File: config.mk
export PLATFORM = sky130hd
export DESIGN_NAME = receptor_dual_rail
export DESIGN_NICKNAME = d
export VERILOG_FILES = /design/src/rtl/receptor_dual_rail.sv
export SDC_FILE = /design/constraint.sdc
export NUM_CORES = 1
export LEC_CHECK = 0
export ABC_AREA = 1
export CAP_MARGIN = 0
export CORE_ASPECT_RATIO = 0.7
export CORE_MARGIN = 4
export CORE_UTILIZATION = 49
export CTS_BUF_LIST = sky130_fd_sc_hd__clkbuf_4 sky130_fd_sc_hd__clkbuf_8
export CTS_CLUSTER_SIZE = 14
export DETAILED_ROUTE_END_ITERATION = 12
export PLACE_DENSITY = 0.74
export SLEW_MARGIN = 20
export SYNTH_ARGS = -nofsm -noshare
export SYNTH_HDL_FRONTEND = slang
export SYNTH_SLANG_ARGS = --single-unit
File: constraint.sdc
create_clock -name clk -period 2.3 [get_ports clk]
set_clock_uncertainty 0.1 [all_clocks]
set_input_delay 0.69 -clock clk [delete_from_list [all_inputs] [get_ports clk]]
set_output_delay 0.69 -clock clk [all_outputs]
set_load 0.005 [all_outputs]
File: src/rtl/receptor_dual_rail.sv
// Clocked receiver for a dual-rail sum/carry bus. It synchronises every rail, detects
// completion and illegal codes, captures the word as binary and returns a 4-phase ack.
module receptor_dual_rail #(
    parameter int WIDTH       = 4,
    parameter int SYNC_STAGES = 2,
    parameter int TIMEOUT_CYC = 64
) (
    input  logic               clk,
    input  logic               rst_n,
    input  logic [2*WIDTH-1:0] s_dr,
    input  logic [1:0]         cout_dr,
    output logic               ack,
    output logic [WIDTH-1:0]   dout,
    output logic               cout,
    output logic               out_valid,
    input  logic               out_ready,
    output logic               code_err,
    output logic               timeout,
    input  logic               clr_err
);

    localparam int RW    = 2*WIDTH + 2;
    localparam int CNT_W = $clog2(TIMEOUT_CYC + 1);
    localparam logic [CNT_W-1:0] CNT_MAX = CNT_W'(TIMEOUT_CYC - 1);

    typedef enum logic {
        IDLE,
        ACK_HI
    } state_t;

    state_t           state_q, state_d;
    logic [CNT_W-1:0] cnt_q, cnt_d;
    logic [RW-1:0]    sync_q [SYNC_STAGES];
    logic [RW-1:0]    sync_d [SYNC_STAGES];
    logic [WIDTH-1:0] dout_q, dout_d;
    logic             cout_q, cout_d;
    logic             out_valid_q, out_valid_d;
    logic             code_err_q, code_err_d;
    logic             timeout_q, timeout_d;

    logic [RW-1:0]    s_q;
    logic [WIDTH-1:0] rail1;
    logic             complete;
    logic             any_illegal;
    logic             all_null;
    logic             capture;
    logic             err_set;
    logic             to_set;

    // The carry pair sits above the sum pairs so pair index WIDTH is the carry.
    always_comb begin
        sync_d[0] = {cout_dr, s_dr};
        for (int i = 1; i < SYNC_STAGES; i++) begin
            sync_d[i] = sync_q[i-1];
        end
    end

    assign s_q = sync_q[SYNC_STAGES-1];

    always_comb begin
        complete    = 1'b1;
        any_illegal = 1'b0;
        rail1       = '0;
        for (int i = 0; i <= WIDTH; i++) begin
            if (s_q[2*i +: 2] == 2'b00) complete = 1'b0;
            if (s_q[2*i +: 2] == 2'b11) any_illegal = 1'b1;
        end
        for (int i = 0; i < WIDTH; i++) begin
            rail1[i] = s_q[2*i+1];
        end
    end

    assign all_null = (s_q == '0);

    always_comb begin
        state_d = state_q;
        cnt_d   = cnt_q;
        capture = 1'b0;
        err_set = 1'b0;
        to_set  = 1'b0;
        case (state_q)
            IDLE: begin
                cnt_d = '0;
                if (complete) begin
                    if (any_illegal) begin
                        err_set = 1'b1;
                        state_d = ACK_HI;
                    end else if (!out_valid_q || out_ready) begin
                        capture = 1'b1;
                        state_d = ACK_HI;
                    end
                end
            end
            ACK_HI: begin
                if (all_null) begin
                    state_d = IDLE;
                    cnt_d   = '0;
                end else if (cnt_q == CNT_MAX) begin
                    to_set = 1'b1;
                end else begin
                    cnt_d = cnt_q + CNT_W'(1);
                end
            end
            default: state_d = IDLE;
        endcase
    end

    // A capture overrides the consumer's accept; a flag set overrides clr_err.
    always_comb begin
        dout_d      = capture ? rail1 : dout_q;
        cout_d      = capture ? s_q[RW-1] : cout_q;
        out_valid_d = capture ? 1'b1 : ((out_valid_q && out_ready) ? 1'b0 : out_valid_q);
        code_err_d  = err_set ? 1'b1 : (clr_err ? 1'b0 : code_err_q);
        timeout_d   = to_set ? 1'b1 : (clr_err ? 1'b0 : timeout_q);
    end

    always_ff @(posedge clk or negedge rst_n) begin
        if (!rst_n) begin
            state_q     <= IDLE;
            cnt_q       <= '0;
            dout_q      <= '0;
            cout_q      <= 1'b0;
            out_valid_q <= 1'b0;
            code_err_q  <= 1'b0;
            timeout_q   <= 1'b0;
            for (int i = 0; i < SYNC_STAGES; i++) begin
                sync_q[i] <= '0;
            end
        end else begin
            state_q     <= state_d;
            cnt_q       <= cnt_d;
            dout_q      <= dout_d;
            cout_q      <= cout_d;
            out_valid_q <= out_valid_d;
            code_err_q  <= code_err_d;
            timeout_q   <= timeout_d;
            for (int i = 0; i < SYNC_STAGES; i++) begin
                sync_q[i] <= sync_d[i];
            end
        end
    end

    assign ack       = (state_q == ACK_HI);
    assign dout      = dout_q;
    assign cout      = cout_q;
    assign out_valid = out_valid_q;
    assign code_err  = code_err_q;
    assign timeout   = timeout_q;

endmodule

==> metrics <==
Clock Power Share=26.7%; FILL cells=215; post-synthesis register bit count=36; vias in the first global route=925; Max Cap Viol=0; minimum clock period=1.94 ns; DP Area=1710 um2; Tcrit/Tclk final=between 80% and 90%; # clock sinks=36; Pwr Density=between 900 and 1000 nW/um2; die area=between 3000 and 4000 um2; CP peak stage delay=~0.51 ns; Worst Tran Pin Value=0.435 ns; Hold Crit Class=register to register; Num CTS Buffers=5; Power Internal=1240 uW; WP depth=1; cell count after placement=approximately 190; Comb pwr share=around 24%; Final Wtd Congestion=0.768; Worst path slowest cell=clkdlybuf4s50_1; CTS tree=done; post-route antenna net violation count=0; H-tree Lvls=2; Worst Reg-to-Reg Cells=5; Worst setup startpoint=dout[3]; Peak VDD IR=0.409 mV; first-pass GRT wire length=3.93 mm; Data required, critical path=1.51 ns; most frequent cells in the layout=dfrtp_1 (36), nand2_1 (29), clkdlybuf4s50_1 (22); post-route DRC violation count=0; Via density=4.90; R2R setup slack=between 0.8 and 0.9 ns; Synth cell types=23; setup bufs post-CTS=0; Reg area=901 um2; WS Path Type=register to output port; initial core utilization=between 50% and 60%; clock root buffer=clkbuf_8; multi-input combinational cell area=between 400 and 500 um2; initial drt markers=68; CP Launch Type=register; status=finished, final reports clean; Crit path buffers/inverters=1; Max Slew Vio Count=0; DR pass1 iterations=4; Setup-failing EPs final=0; worst setup path endpoint=dout[3]; Fmax=about 520 MHz; Post-Syn Area=1440 um2; relative max-transition margin=71.0%; largest net degree at the start of global routing=37; fin util=64.5%; core footprint=2800 um2; Switching Fraction=27.3%; fin cells=198; Tot GR Track Use=14.2%; CTS Hold Bufs=0; crit-path max FO=2; gr ovfl total=0; fraction of layout cells with a size suffix above 1=19.8%; worst-path cell chain=clkdlybuf4s50_1; Syn Inst Count=roughly 130; unrepaired setup endpoints after global routing=false; Resized cells post-CTS=0; I/O pin cnt=23; DR vias=971; Design Area, Final=between 1500 and 2000 um2; width of the die=about 73 um; Area growth syn-to-layout=25.9%; Inserted Diodes=0; Reg-to-Reg End=timeout; Worst setup EP type=output port; Die Ht=approximately 53 um; Crit path arrival time=1.15 ns; synthesized net count=147; P_sw=465 uW; drt wl/cell=11.9 um; Final TNS setup=0 ns; worst skew pair latency=0.28 ns; Clock Pin Slew Worst Setup and Hold Paths=0.07 ns; Site Rows=16; Post-DP HPWL=~1.8 mm; post-synthesis sequential area ratio=62.8%; Fin. Hold Viols=0; Leak=0.000882 uW; Synth Area per Inst=10.9 um2; CTS max path bufs=2; synth warn=0; initial antenna violation count=0; drt total wl=about 2.3 mm; share of power burned in registers=49.1%; commonest non-fill, non-tap cell in the layout=dfrtp_1; r2r startpoint=cnt_q[0]; CP delay by family, top=buffers and inverters; Final #Nets=177; port bufs=22
[registers in the layout, summed over array words and instances (netlist names)]
signal / count
out_valid: 1
cout: 1
ack: 1
code_err: 1
sync_d: 10
dout: 4
timeout: 1
cnt_q: 7
s_q: 10
[layout make-up]
cell class / count / area share [%]
multi-input combinational: 80 / 26.2
timing repair buffer: 24 / 13.0
inverter: 15 / 3.12
sequential: 36 / 49.9
tap: 36 / 2.49
clock buffer: 7 / 5.33
[kinds of logic after synthesis]
| group | share of synthesized area [%] |
|---|---|
| buf+inv | 4.27 |
| compound gates | 1.05 |
| simple gates | 31.0 |
| fa+ha+maj | 0.872 |
| flops | 62.8 |
[routing by layer]
| layer | vias to the layer above | share of wire (%) | global-route usage [%] |
|---|---|---|---|
| met5 | - | 0 | 0 |
| met1 | 465 | 44 | 16.1 |
| met2 | 29 | 49 | 23.4 |
| li1 | 475 | - | - |
| met3 | 2 | 7.2 | 6.26 |
| met4 | 0 | 0.55 | 6.44 |
[Yosys cell counts (all sizes together)]
library cell,n,share of area [%]
buf,1,0.35
dfrtp,36,63
ha,1,0.87
inv,15,3.9
nand2,38,13
nand3,12,5.4
nand4,7,3.1
nor2,14,7.1
nor3,2,1.5
o21ai,3,1.0
or2,3,1.5
[power groups by stage]
stage               clock network [uW]  registers, uW  logic, uW
finish                             454            835        412
global route                       504            847        463
CTS                                467            834        417
detailed placement                   0            846        414
global placement                     0            838        399
floorplan                            0            831        228
[worst min path at each step]
| stage | startpoint | to | slack (ns) | depth (start not counted) |
|---|---|---|---|---|
| 5_1_grt | sync_d[9] | s_q[9] | 0.25 | 0 |
| 2_1_floorplan | sync_d[0] | s_q[0] | 0.23 | 0 |
| 4_1_cts | sync_d[4] | s_q[4] | 0.25 | 0 |
| 6_report | sync_d[4] | s_q[4] | 0.25 | 0 |
| 3_5_place_dp | sync_d[4] | s_q[4] | 0.24 | 0 |
| 3_3_place_gp | sync_d[1] | s_q[1] | 0.23 | 0 |
[per-stage QoR]
stage          total power, uW  hold WS [ns]  setup slack, ns
2_1_floorplan             1060         0.231            0.883
3_3_place_gp              1240         0.234            0.379
3_5_place_dp              1260         0.236            0.332
4_1_cts                   1720         0.249            0.342
5_1_grt                   1810         0.253            0.304
6_report                  1700         0.248            0.360
(Power assumes the default switching activity.)
